===== src/rtl/sdram_req_arbiter_pkg.sv =====
// Shared definitions for the SDRAM request arbiter.
// Contents: sequencer state encoding, requester port indices and the word
// returned to a requester when a read times out (ARB_TIMEOUT_EN builds).
package sdram_req_arbiter_pkg;

  typedef enum logic [1:0] {
    IDLE    = 2'd0,
    ISSUE   = 2'd1,
    WAIT_RD = 2'd2,
    RESP    = 2'd3
  } arb_state_t;

  localparam logic PORT0 = 1'b0;
  localparam logic PORT1 = 1'b1;

  localparam logic [31:0] TIMEOUT_DATA = 32'hDEAD_BEEF;

endpackage


===== src/rtl/sdram_req_arbiter_rr_arb2.sv =====
// rr_arb2: combinational two-way round-robin pick.
// Ports:
//   req[1:0]  request vector (bit n = port n)
//   last_gnt  port granted most recently
//   gnt_valid at least one request present
//   gnt       chosen port; on a tie the port that was not granted last wins
module rr_arb2
  import sdram_req_arbiter_pkg::*;
(
  input  logic [1:0] req,
  input  logic       last_gnt,
  output logic       gnt_valid,
  output logic       gnt
);

  always_comb begin
    gnt_valid = |req;
    gnt       = PORT0;
    unique case (req)
      2'b01:   gnt = PORT0;
      2'b10:   gnt = PORT1;
      2'b11:   gnt = ~last_gnt;
      default: gnt = PORT0;
    endcase
  end

endmodule


===== src/rtl/sdram_req_arbiter.sv =====
// sdram_req_arbiter: two-requester arbiter/sequencer in front of
// sdram_controller. Port 0 is the Wishbone path, port 1 the prefetch/DMA
// path. Exactly one transaction is in flight; contention is resolved
// round-robin and read data is returned only to the owning port.
//
// Ports:
//   clk, rst             clock, synchronous active-high reset
//   mN_req/we/addr/wdata requester N request (level, held until completion)
//   mN_ack               write accepted (combinational pulse)
//   mN_rvalid/rdata      read data valid pulse and held read-data register
//   m_err                read timed out; qualifies the rvalid pulse
//   ctrl_*               controller handshake (in_valid/rw/addr/wdata out,
//                        busy/out_valid/rdata in)
//
// Build option: define ARB_TIMEOUT_EN to enable the read watchdog
// (TIMEOUT_CYC cycles in WAIT_RD, then return TIMEOUT_DATA with m_err=1).
module sdram_req_arbiter
  import sdram_req_arbiter_pkg::*;
#(
  parameter int ADDR_W      = 23,
  parameter int DATA_W      = 32,
  parameter int TIMEOUT_CYC = 64
) (
  input  logic              clk,
  input  logic              rst,
  input  logic              m0_req,
  input  logic              m0_we,
  input  logic [ADDR_W-1:0] m0_addr,
  input  logic [DATA_W-1:0] m0_wdata,
  output logic              m0_ack,
  output logic              m0_rvalid,
  output logic [DATA_W-1:0] m0_rdata,
  input  logic              m1_req,
  input  logic              m1_we,
  input  logic [ADDR_W-1:0] m1_addr,
  input  logic [DATA_W-1:0] m1_wdata,
  output logic              m1_ack,
  output logic              m1_rvalid,
  output logic [DATA_W-1:0] m1_rdata,
  output logic              m_err,
  output logic              ctrl_in_valid,
  output logic              ctrl_rw,
  output logic [ADDR_W-1:0] ctrl_addr,
  output logic [DATA_W-1:0] ctrl_wdata,
  input  logic              ctrl_busy,
  input  logic              ctrl_out_valid,
  input  logic [DATA_W-1:0] ctrl_rdata
);

  // The watchdog counter is 8 bits wide.
  if (TIMEOUT_CYC < 2 || TIMEOUT_CYC > 256) begin : g_bad_timeout
    $error("TIMEOUT_CYC must lie in 2..256");
  end

  arb_state_t        state, next_state;
  logic              last_gnt;
  logic              owner;
  logic              txn_we;
  logic [ADDR_W-1:0] txn_addr;
  logic [DATA_W-1:0] txn_wdata;
  logic [DATA_W-1:0] rdata0, rdata1;
  logic              gnt_valid, gnt;
  logic              timeout_hit;

  rr_arb2 u_rr_arb2 (
    .req       ({m1_req, m0_req}),
    .last_gnt  (last_gnt),
    .gnt_valid (gnt_valid),
    .gnt       (gnt)
  );

`ifdef ARB_TIMEOUT_EN
  logic [7:0] wait_cnt;
  logic       err_q;

  assign timeout_hit = (state == WAIT_RD) && !ctrl_out_valid &&
                       (wait_cnt == 8'(TIMEOUT_CYC - 1));

  // Held at zero outside WAIT_RD, so it starts from zero on every entry.
  always_ff @(posedge clk) begin
    if (rst) begin
      wait_cnt <= '0;
      err_q    <= 1'b0;
    end else begin
      if (state == WAIT_RD) begin
        wait_cnt <= wait_cnt + 8'd1;
        err_q    <= timeout_hit;
      end else begin
        wait_cnt <= '0;
      end
    end
  end
`else
  assign timeout_hit = 1'b0;
`endif

  // State register plus transaction/data registers.
  always_ff @(posedge clk) begin
    if (rst) begin
      state     <= IDLE;
      last_gnt  <= PORT1;
      owner     <= PORT0;
      txn_we    <= 1'b0;
      txn_addr  <= '0;
      txn_wdata <= '0;
      rdata0    <= '0;
      rdata1    <= '0;
    end else begin
      state <= next_state;
      if (state == IDLE && gnt_valid) begin
        owner     <= gnt;
        last_gnt  <= gnt;
        txn_we    <= (gnt == PORT1) ? m1_we    : m0_we;
        txn_addr  <= (gnt == PORT1) ? m1_addr  : m0_addr;
        txn_wdata <= (gnt == PORT1) ? m1_wdata : m0_wdata;
      end
      if (state == WAIT_RD && (ctrl_out_valid || timeout_hit)) begin
        if (owner == PORT1) begin
          rdata1 <= ctrl_out_valid ? ctrl_rdata : DATA_W'(TIMEOUT_DATA);
        end else begin
          rdata0 <= ctrl_out_valid ? ctrl_rdata : DATA_W'(TIMEOUT_DATA);
        end
      end
    end
  end

  // Next-state logic.
  always_comb begin
    next_state = state;
    unique case (state)
      IDLE:    if (gnt_valid) next_state = ISSUE;
      ISSUE:   if (!ctrl_busy) next_state = txn_we ? IDLE : WAIT_RD;
      WAIT_RD: if (ctrl_out_valid || timeout_hit) next_state = RESP;
      RESP:    next_state = IDLE;
      default: next_state = IDLE;
    endcase
  end

  // Output decode.
  always_comb begin
    ctrl_in_valid = (state == ISSUE);
    ctrl_rw       = txn_we;
    ctrl_addr     = txn_addr;
    ctrl_wdata    = txn_wdata;
    m0_ack        = (state == ISSUE) && !ctrl_busy && txn_we && (owner == PORT0);
    m1_ack        = (state == ISSUE) && !ctrl_busy && txn_we && (owner == PORT1);
    m0_rvalid     = (state == RESP) && (owner == PORT0);
    m1_rvalid     = (state == RESP) && (owner == PORT1);
    m0_rdata      = rdata0;
    m1_rdata      = rdata1;
`ifdef ARB_TIMEOUT_EN
    m_err         = (state == RESP) && err_q;
`else
    m_err         = 1'b0;
`endif
  end

endmodule


===== config.mk =====
export PLATFORM = sky130hd
export DESIGN_NAME = sdram_req_arbiter
export DESIGN_NICKNAME = d
export VERILOG_FILES = /design/src/rtl/sdram_req_arbiter_pkg.sv /design/src/rtl/sdram_req_arbiter_rr_arb2.sv /design/src/rtl/sdram_req_arbiter.sv
export SDC_FILE = /design/constraint.sdc
export NUM_CORES = 1
export LEC_CHECK = 0
export BUFFER_PORTS_ARGS = -buffer_cell sky130_fd_sc_hd__buf_4
export CORE_ASPECT_RATIO = 0.5
export CORE_MARGIN = 4
export CORE_UTILIZATION = 44
export DETAILED_ROUTE_END_ITERATION = 7
export PLACE_DENSITY_LB_ADDON = 0.1
export SLEW_MARGIN = 25
export SYNTH_ARGS = -nofsm -noshare
export SYNTH_HDL_FRONTEND = slang
export SYNTH_SLANG_ARGS = --single-unit

===== constraint.sdc =====
create_clock -name clk -period 1.75 [get_ports clk]
set_clock_uncertainty 0.15 [all_clocks]
set_input_delay 0.2625 -clock clk [delete_from_list [all_inputs] [get_ports clk]]
set_output_delay 0.2625 -clock clk [all_outputs]
set_load 0.01 [all_outputs]

==> results.py, run 1 <==
metrics = {
    "status": {
        "status": "completed",
    },
    "sta": {
        "finalCriticalPeriod_ps": 1710,
        "maxSlewViolCount": 0,
        "min_period_over_period": 0.975,
        "finalHoldViolations": 0,
        "fmax_ghz": 0.586,
        "finalSetupViolCount": 0,
        "fin_tns_setup_ps": 0,
        "rsz0062_at_grt": "true",
    },
    "layout": {
        "nFillCells": 803,
        "regArea_um2": 2490,
        "layout-drive-gt1-share": 0.397,
        "diodes": 0,
        "fin_cells": 1127,
        "multi_input_area_um2": 2490,
        "area_growth_pct": 67.5,
        "nets": 1105,
    },
    "worst_setup_path": {
        "ff2ff_setup_slack_ps": 100,
        "worst-setup-path-type": "reg -> out",
        "cp_max_fo": 7,
        "r2r_start": "owner",
        "regToRegEndpoint": "m1_rdata[7]",
        "endpoint_kind": "primary output",
        "worstPathRequired_ps": 1340,
        "reg2reg_depth": 4,
        "crit_end": "m0_ack",
        "crit_arrival_ps": 1290,
        "critPathLaunchType": "flop",
    },
    "logic_synthesis": {
        "yosysMostFrequentCell": "nand2_1",
        "syn_area_um2": 5270,
        "synth_cell_type_count": 29,
        "synth_edf_count": 0,
        "ys.flop_type": "dfxtp_1",
        "synth_top_cell_by_area": "dfxtp_1",
        "async_reset_ff_frac": 0,
        "ys_warn_count": 0,
        "yosysTopAreaCellShare": 0.471,
        "synth_nets": 783,
        "ys_ff_latch": 124,
        "synth.top_cells.by_count": "244 x nand2_1, 124 x dfxtp_1, 122 x a21oi_1",
        "yosys-top-cells-area": "dfxtp_1 47%, nand2_1 17%, a21oi_1 12%",
        "netlist_instances": 633,
        "avgSynthCellArea_um2": 8.32,
        "yosysSeqAreaShare": 0.471,
    },
    "floorplan": {
        "core-area_um2": 11400,
        "start_util": 0.464,
        "rows": 27,
        "die_w_um": 163,
        "io_pins": 276,
        "die_height_um": 85.4,
        "die_area_um2": 13900,
    },
    "clocking": {
        "cts_tree": "done",
        "cts-root-buf": "clkbuf_16",
        "clk_path_buf_depth": 2,
        "cts_buffers": 17,
        "cts.sinks": 124,
        "path_clk_slew_ps": 60,
        "clock_latency_ps": 390,
        "htreeDepth": 4,
    },
    "global_route": {
        "grt_pass1_vias": 5944,
        "grt_max_degree": 40,
        "antenna_found_initial": 0,
        "grt_pass1_wl_mm": 30.0,
        "overflow": 0,
        "grt_usage": 0.264,
    },
    "worst_hold_path": {
        "hp-class": "in -> reg",
    },
    "power": {
        "ir_worst_vdd_mv": 0.606,
        "leakage_uw": 0.00378,
        "powerDensity_nw_per_um2": 966,
    },
    "drt": {
        "drt_iter0_drc": 481,
        "dr.pass1.iters": 5,
        "viasPerCell": 5.24,
        "drt.antenna.violating_nets": 0,
        "routed_wl_mm": 19.4,
        "drc": 0,
        "wire_per_inst_um": 17.2,
        "vias": 5907,
    },
    "placement": {
        "gp_congestion": 0.812,
        "dp_hpwl_mm": 12.3,
        "place_inst": 1025,
        "port_buffers": 274,
    },
    "flow_run": {
        "cap_violations": 0,
    },
}
[placed cells by master, fill, tap and decap left out, drive strengths merged, types with 3 or more instances in the layout]
| cell type | n |
|---|---|
| buf | 302 |
| nand2 | 244 |
| dfxtp | 124 |
| a21oi | 122 |
| dlygate4sd3 | 64 |
| a311oi | 56 |
| clkbuf | 19 |
| clkinvlp | 4 |
| clkinv | 4 |
| bufinv | 3 |
| nor2 | 3 |
[worst max-delay path, cell delays in order (launching register included)]
cell     delay (ps)
dfxtp_4         370
nor3b_4         220
nand2_1          90
nor2_2          100
buf_4           130
[what timing repair did]
| item | CTS | global route |
|---|---|---|
| pin swaps | 1 | 1 |
| hold buffers | 63 | 1 |
| gates resized for setup | 7 | 0 |
| setup endpoints to repair | 5 | 2 |
| hold endpoints to repair | 82 | 1 |
| setup buffers | 3 | 3 |
[where the power goes]
| group | leakage, uW | internal (uW) | switching [uW] |
|---|---|---|---|
| Clock | 0.000286 | 2290 | 1310 |
| Combinational | 0.00248 | 921 | 850 |
| Sequential | 0.00102 | 3020 | 130 |
| Total | 0.00378 | 6230 | 2290 |
[worst min path at each step]
stage / endpoint / slack (ps) / cells after the start / startpoint
floorplan: m0_rdata[0] / 250 / 2 / ctrl_rdata[0]
detailed placement: m1_rdata[2] / 300 / 2 / m1_rdata[2]
finish: ctrl_addr[9] / 10 / 3 / m0_addr[9]
CTS: ctrl_wdata[0] / 0.7 / 3 / m0_wdata[0]
global placement: m0_rdata[30] / 290 / 2 / m0_rdata[30]
global route: ctrl_addr[14] / 3 / 3 / m0_addr[14]
[cells by family (layout without fill, tap and decap cells)]
| logic type | count (synthesis) | count (layout) | share of synthesized area |
|---|---|---|---|
| flip-flops | 124 | 124 | 0.471 |
| buffers and inverters | 63 | 398 | 0.0622 |
| AO/OA/AOI/OAI | 183 | 183 | 0.266 |
| AND/OR/NAND/NOR | 261 | 261 | 0.198 |
| multiplexers | 1 | 1 | 0.00190 |
| other | 1 | 1 | 0.000712 |
[state kept, by name (all words and copies together) (netlist names), named ones only]
| signal | flops |
|---|---|
| ctrl_rw | 1 |
| last_gnt | 1 |
| state | 1 |
| ctrl_wdata | 32 |
| ctrl_addr | 23 |
| m0_rdata | 32 |
| owner | 1 |
| m1_rdata | 32 |
[layer usage]
metal,vias up,part of all wire,wire length [um],global-route usage
li1,2810,-,-,-
met1,2808,0.40,7700,0.308
met5,-,0,0,0
met3,34,0.077,1490,0.0704
met4,0,0.018,351,0.0837
met2,255,0.51,9810,0.475
[per-stage QoR]
step | utilization | setup slack [ps] | hold slack (ps) | cell area [um2] | total power, uW
finish | 0.777 | 44.0 | 12.7 | 8820 | 8520
global route | 0.777 | -22.0 | 2.55 | 8820 | 8870
CTS | 0.774 | 12.1 | 0.710 | 8790 | 8530
detailed placement | 0.661 | 152 | 300 | 7510 | 4820
global placement | 0.661 | 161 | 293 | 7510 | 4790
floorplan | - | 304 | 248 | 5270 | 4020
[cell type report]
class | count | area share
well taps | 159 | 0.0225
clock buffers | 19 | 0.0502
flip-flops and latches | 124 | 0.282
clock inverters | 13 | 0.0187
multi-input cells | 446 | 0.283
repair buffers | 366 | 0.344
Power figures use the tool's default switching activity.
==> run 2, diff against run 1 <==
Settings changed: BUFFER_PORTS_ARGS -buffer_cell sky130_fd_sc_hd__buf_4 to unset, CORE_UTILIZATION 44 to 63, DONT_BUFFER_PORTS set to 1, GPL_TIMING_DRIVEN set to 0.
==> results.py, run 2 (same netlist as run 1, synthesis figures left out) <==
metrics = {
    "floorplan": {
        "die_area_um2": 9980,
        "rows": 23,
        "die_height_um": 72.7,
        "die_w_um": 137,
        "io_pins": 276,
        "start_util": 0.654,
        "core-area_um2": 8060,
    },
    "global_route": {
        "grt_max_degree": 17,
        "grt_pass1_wl_mm": 35.7,
        "top_usage_layer": "met2",
        "grt_usage": 0.471,
        "antenna_found_initial": 1,
        "grt_util_met3": 0.180,
        "overflow": 0,
        "use_met1": 0.513,
        "grt_use_met2": 0.768,
        "grt_pass1_vias": 6240,
    },
    "sta": {
        "maxSlewViolCount": 0,
        "rsz0062_at_grt": "true",
        "finalHoldViolations": 0,
        "fmax_ghz": 0.510,
        "setup_slack_ps": -212,
        "maxSlewHeadroom": 0.421,
        "min_period_over_period": 1.12,
        "max_slew.worst_pin.slew_ps": 868,
        "hold_slack_ps": 88.2,
        "finalCriticalPeriod_ps": 1960,
        "finalSetupViolCount": 23,
    },
    "worst_setup_path": {
        "endpoint_kind": "flop",
        "cpMaxStageDelayCell": "a311oi_1",
        "cp_max_fo": 10,
        "crit_arrival_ps": 2080,
        "critPathLaunchType": "flop",
        "ff2ff_setup_slack_ps": -210,
        "cp_slowest_stage_delay_ps": 540,
        "cp_cell_sequence": "buf_2, nor2_4, buf_4, a21oi_1, a311oi_1",
        "reg2reg_depth": 5,
        "worstPathRequired_ps": 1870,
        "worst-setup-path-type": "reg -> reg",
        "regToRegEndpoint": "ctrl_wdata[30]",
        "crit_end": "ctrl_wdata[30]",
        "crit_start": "state[0]",
        "r2r_start": "state[0]",
    },
    "clocking": {
        "htreeDepth": 4,
        "path_clk_slew_ps": 60,
        "cts_buffers": 17,
        "cts_tree": "done",
        "clk_path_buf_depth": 2,
        "clock_latency_ps": 440,
        "cts.sinks": 124,
        "cts-root-buf": "clkbuf_16",
    },
    "drt": {
        "wire_per_inst_um": 28.8,
        "viasPerCell": 7.25,
        "drt.antenna.violating_nets": 0,
        "drc": 28,
        "drt_iter0_drc": 1174,
        "routed_wl_mm": 26.9,
        "dr.pass1.iters": 8,
        "vias": 6767,
    },
    "status": {
        "violations": "DRC, setup timing",
        "status": "complete, but fails checks",
    },
    "power": {
        "sequentialPowerShare": 0.395,
        "powerDensity_nw_per_um2": 1110,
        "p_int_uw": 5810,
        "p_sw_frac": 0.314,
        "ir_worst_vdd_mv": 0.874,
        "leakage_uw": 0.00279,
        "combPwrFrac": 0.177,
        "switching_power_uw": 2660,
        "pwr-share-clk": 0.428,
    },
    "layout": {
        "stdcell_area_um2": 7620,
        "nFillCells": 232,
        "final_common_cell": "nand2_1",
        "layout-drive-gt1-share": 0.164,
        "area_growth_pct": 44.7,
        "nets": 953,
        "final_cell_mix": "243 x nand2_1, 149 x dlygate4sd3_1, 121 x a21oi_1",
    },
    "flow_run": {
        "cap_violations": 0,
    },
    "placement": {
        "dp_hpwl_mm": 11.0,
        "port_buffers": 0,
        "gp_congestion": 0.793,
        "postPlaceCellArea_um2": 5410,
    },
    "worst_hold_path": {
        "hp-class": "in -> reg",
    },
}
## run 2: cell types whose count changed in the layout (fill, tap and decap cells not counted), sizes merged
| cell | before | now |
|---|---|---|
| dlygate4sd3 | 64 | 149 |
| buf | 302 | 33 |
| clkbuf | 19 | 53 |
| bufinv | 3 | 2 |
| diode | 0 | 6 |
| inv | 2 | 0 |
| clkinv | 4 | 5 |
## run 2: timing repair
item / 4_1_cts / 5_1_grt
hold buffers: 149 / 0
resized for setup: 11 / 51
endpoints found under the hold margin: 123 / 0
gates cloned: 1 / 1
setup buffers: 1 / 1
pin swaps: 1 / 0
setup endpoints to repair: 10 / 110
## run 2: how the worst min path moves through the flow
| stage | depth (start not counted) | end | slack, ps | from |
|---|---|---|---|---|
| 2_1_floorplan | 2 | m0_rdata[0] | 250 | ctrl_rdata[0] |
| 3_3_place_gp | 2 | m0_rdata[24] | 250 | ctrl_rdata[24] |
| 3_5_place_dp | 2 | m0_rdata[0] | 250 | ctrl_rdata[0] |
| 4_1_cts | 3 | m1_rdata[0] | 110 | ctrl_out_valid |
| 5_1_grt | 3 | m1_rdata[0] | 120 | ctrl_out_valid |
| 6_report | 3 | m1_rdata[0] | 90 | ctrl_out_valid |
## run 2: through the flow
step / TNS [ps] / utilization / power [uW] / instances / worst slack [ps]
5_1_grt: -1720 / 0.944 / 8540 / 929 / -476
3_5_place_dp: -1980 / 0.671 / 4240 / 745 / -72.1
3_3_place_gp: -1490 / 0.671 / 4220 / 745 / -48.6
6_report: -1230 / 0.946 / 8470 / 934 / -212
4_1_cts: -4.39 / 0.934 / 7930 / 928 / -4.39
2_1_floorplan: 0 / - / 4020 / 633 / 304
## run 2: power by group through the flow
| stage | Clock, uW | Combinational [uW] | Sequential (uW) |
|---|---|---|---|
| final | 3630 | 1500 | 3350 |
| after global placement | 0 | 887 | 3330 |
| after detailed placement | 0 | 911 | 3330 |
| after floorplan | 0 | 753 | 3270 |
| after CTS | 3440 | 1220 | 3280 |
| after global routing | 3670 | 1520 | 3340 |
## run 2: area by class of cell
cell class	count	area (um2)	share of cell area
clock inverters	11	119	0.0156
repair buffers	153	1520	0.199
flip-flops and latches	124	2490	0.326
diodes	6	15.0	0.00197
well taps	112	140	0.0184
plain buffers	61	383	0.0502
clock buffers	21	460	0.0604
multi-input cells	446	2500	0.328
## run 2: critical path, delay by kind of cell (launching register included)
family | cells | cell delay (ps)
AOI/OAI and AO/OA | 2 | 650
buffers and inverters | 2 | 440
and+or+nand+nor | 1 | 230
DFF | 1 | 330
## run 2: per-layer routing
layer	routed length, um	part of all wire	up-vias
met1	8250	0.31	3017
met2	11500	0.43	883
met3	4210	0.16	340
li1	-	-	2527
met4	3000	0.11	0
met5	0	0	-
==> run 3, diff against run 2 <==
Settings changed: CORE_UTILIZATION 63 to 68.
Clock period 1.75 ns to 2.3 ns, I/O delays scaled along.
==> results.py, run 3 <==
metrics = {
    "status": {
        "status": "stopped before the end",
        "tool.error": "[ERROR DPL-0033] detailed placement checks failed during check placement.",
        "lastStage": "clock tree synthesis",
    },
    "logic_synthesis": {
        "syn_area_um2": 5270,
        "synth_cell_type_count": 29,
        "ys_ff_latch": 124,
        "synth_nets": 783,
        "yosys-top-cells-area": "dfxtp_1 47%, nand2_1 17%, a21oi_1 12%",
        "ys.flop_type": "dfxtp_1",
        "yosysTopAreaCellShare": 0.471,
        "netlist_instances": 633,
        "yosysSeqAreaShare": 0.471,
        "synth_edf_count": 0,
        "async_reset_ff_frac": 0,
        "avgSynthCellArea_um2": 8.32,
        "yosysMostFrequentCell": "nand2_1",
        "synth.top_cells.by_count": "244 x nand2_1, 124 x dfxtp_1, 122 x a21oi_1",
        "synth_top_cell_by_area": "dfxtp_1",
        "ys_warn_count": 0,
    },
    "clocking": {
        "cts_setup_buffers": 0,
        "postCtsResizedCells": 0,
        "cts-root-buf": "clkbuf_16",
        "cts_hold_buf": 134,
        "clk_path_buf_depth": 2,
        "cts_buffers": 17,
        "cts.sinks": 124,
        "htreeDepth": 4,
    },
    "floorplan": {
        "start_util": 0.709,
        "die_w_um": 132,
        "rows": 22,
        "die_height_um": 70.2,
        "io_pins": 276,
    },
    "placement": {
        "port_buffers": 0,
        "gp_congestion": 0.831,
        "dp_hpwl_mm": 10.9,
    },
}
-- run 3: logic make-up after synthesis --
group                  count (synthesis)  synth area share
and+or+nand+nor                      261             0.198
buffers and inverters                 63            0.0622
AOI/OAI and AO/OA                    183             0.266
muxes                                  1           0.00190
DFF                                  124             0.471
other                                  1          0.000712
-- run 3: through the flow --
| stage | std cells | setup WS, ps | util | cell area (um2) |
|---|---|---|---|---|
| 3_5_place_dp | 729 | 402 | 0.725 | 5390 |
| 3_3_place_gp | 729 | 463 | 0.725 | 5390 |
| 2_1_floorplan | 633 | 807 | - | 5270 |
==> run 4, diff against run 3 <==
Settings changed: CORE_ASPECT_RATIO 0.5 to unset, CORE_UTILIZATION 68 to 40, PLACE_DENSITY_LB_ADDON 0.1 to 0.15.
==> results.py, run 4 (same netlist as run 1, synthesis figures left out) <==
metrics = {
    "worst_hold_path": {
        "min_path_cells": 2,
        "hp-class": "in -> reg",
        "holdCritStartpoint": "ctrl_out_valid",
        "min_to": "state[0]",
    },
    "global_route": {
        "grt_usage": 0.231,
        "antenna_found_initial": 0,
        "overflow": 0,
        "grt_pass1_wl_mm": 27.0,
        "grt_max_degree": 17,
        "grt_pass1_vias": 5280,
    },
    "clocking": {
        "htreeDepth": 4,
        "clock_latency_ps": 410,
        "path_clk_slew_ps": 60,
        "cts_buffers": 17,
        "cts-root-buf": "clkbuf_16",
        "clk_path_buf_depth": 2,
        "cts.sinks": 124,
        "cts_tree": "done",
    },
    "placement": {
        "gp_congestion": 0.855,
        "port_buffers": 0,
        "postPlaceCellArea_um2": 5480,
        "dp_hpwl_mm": 12.5,
    },
    "power": {
        "sequentialPowerShare": 0.412,
        "ir_worst_vdd_mv": 0.448,
        "pwr-share-clk": 0.416,
        "p_sw_frac": 0.269,
        "combPwrFrac": 0.171,
        "switching_power_uw": 1630,
        "p_int_uw": 4430,
        "powerDensity_nw_per_um2": 805,
        "leakage_uw": 0.00283,
    },
    "drt": {
        "vias": 5173,
        "routed_wl_mm": 18.1,
        "drc": 0,
        "dr.pass1.iters": 5,
        "viasPerCell": 5.27,
        "drt_iter0_drc": 317,
        "drt.antenna.violating_nets": 0,
        "wire_per_inst_um": 18.4,
    },
    "floorplan": {
        "io_pins": 276,
        "core-area_um2": 12800,
        "start_util": 0.412,
        "die_w_um": 123,
        "die_height_um": 123,
        "die_area_um2": 15100,
        "rows": 41,
    },
    "worst_setup_path": {
        "crit_arrival_ps": 2420,
        "endpoint_kind": "flop",
        "r2r_start": "last_gnt",
        "regToRegEndpoint": "ctrl_wdata[6]",
        "cp_slowest_stage_delay_ps": 610,
        "ff2ff_setup_slack_ps": 90,
        "reg2reg_depth": 6,
        "cp_top_family": "buffers and inverters",
        "worstPathRequired_ps": 2510,
        "cpMaxStageDelayCell": "dlygate4sd3_1",
        "critPathLaunchType": "flop",
        "cp_max_fo": 10,
        "cp_cell_sequence": "a21boi_2, buf_4, clkbuf_4, nand2_1, a311oi_2, dlygate4sd3_1",
        "worst-setup-path-type": "reg -> reg",
        "critical_path_buf_inv_count": 3,
    },
    "layout": {
        "multi_input_area_um2": 2460,
        "area_growth_pct": 43.0,
        "final_cell_mix": "244 x nand2_1, 146 x dlygate4sd3_1, 124 x dfxtp_1",
        "stdcell_area_um2": 7530,
        "diodes": 0,
        "nFillCells": 1103,
        "regArea_um2": 2480,
        "layout-drive-gt1-share": 0.138,
        "final_common_cell": "nand2_1",
        "nets": 948,
    },
    "sta": {
        "finalCriticalPeriod_ps": 2210,
        "fmax_ghz": 0.452,
        "max_slew.worst_pin.slew_ps": 744,
        "maxSlewHeadroom": 0.504,
        "finalSetupViolCount": 0,
        "hold_slack_ps": 21.6,
        "fin_tns_setup_ps": 0,
        "maxSlewViolCount": 0,
        "min_period_over_period": 0.961,
        "rsz0062_at_grt": "true",
        "finalHoldViolations": 0,
    },
    "flow_run": {
        "cap_violations": 0,
    },
    "status": {
        "status": "completed",
    },
}
==> run 4: worst max-delay path by stage <==
stage / start / to / depth (start not counted)
after detailed placement: rst / m1_rdata[23] / 4
after global routing: state[0] / ctrl_wdata[30] / 6
final: last_gnt / ctrl_wdata[6] / 6
after floorplan: state[0] / m0_ack / 4
after CTS: flop / ctrl_wdata[8] / 6
after global placement: rst / m1_rdata[30] / 4
==> run 4: repair_timing <==
item,in CTS,in global routing
resized for setup,0,27
hold endpoints to repair,122,0
setup endpoints to repair,0,35
hold buffers,146,0
buffers inserted,0,0
==> run 4: area by class of cell <==
type,instances,area share
Clock inverter,9,0.0130
Buffer,63,0.0485
Tap cell,172,0.0286
Clock buffer,21,0.0598
Multi-Input combinational cell,446,0.327
Sequential cell,124,0.329
Timing Repair Buffer,146,0.194
==> run 4: metrics by stage <==
| stage | setup slack (ps) | util | std cells | total power [uW] |
|---|---|---|---|---|
| final | 90.0 | 0.590 | 981 | 6060 |
| after floorplan | 807 | - | 633 | 3060 |
| after detailed placement | 153 | 0.429 | 805 | 3250 |
| after CTS | 21.8 | 0.587 | 981 | 6060 |
| after global routing | -13.7 | 0.590 | 981 | 6310 |
| after global placement | 219 | 0.429 | 805 | 3230 |
==> run 4: power by group through the flow <==
stage / clock network [uW] / logic, uW / registers (uW)
finish: 2520 / 1040 / 2500
CTS: 2570 / 997 / 2500
detailed placement: 0 / 702 / 2540
floorplan: 0 / 573 / 2490
global placement: 0 / 683 / 2540
global route: 2660 / 1130 / 2520
==> run 4: worst register-to-register path: stages, from the launching register on <==
cell           delay (ps)
dfxtp_1               340
a21boi_2              190
buf_4                 210
clkbuf_4              230
nand2_1               110
a311oi_2              300
dlygate4sd3_1         610
==> run 4: routing by layer <==
metal  vias up  global-route usage  wire length, um  share of wire
met5         -                   0                0              0
met4         0               0.108              535          0.030
met3        43               0.101             1870           0.10
met2       244               0.392             8960           0.50
met1      2381               0.248             6680           0.37
li1       2505                   -                -              -
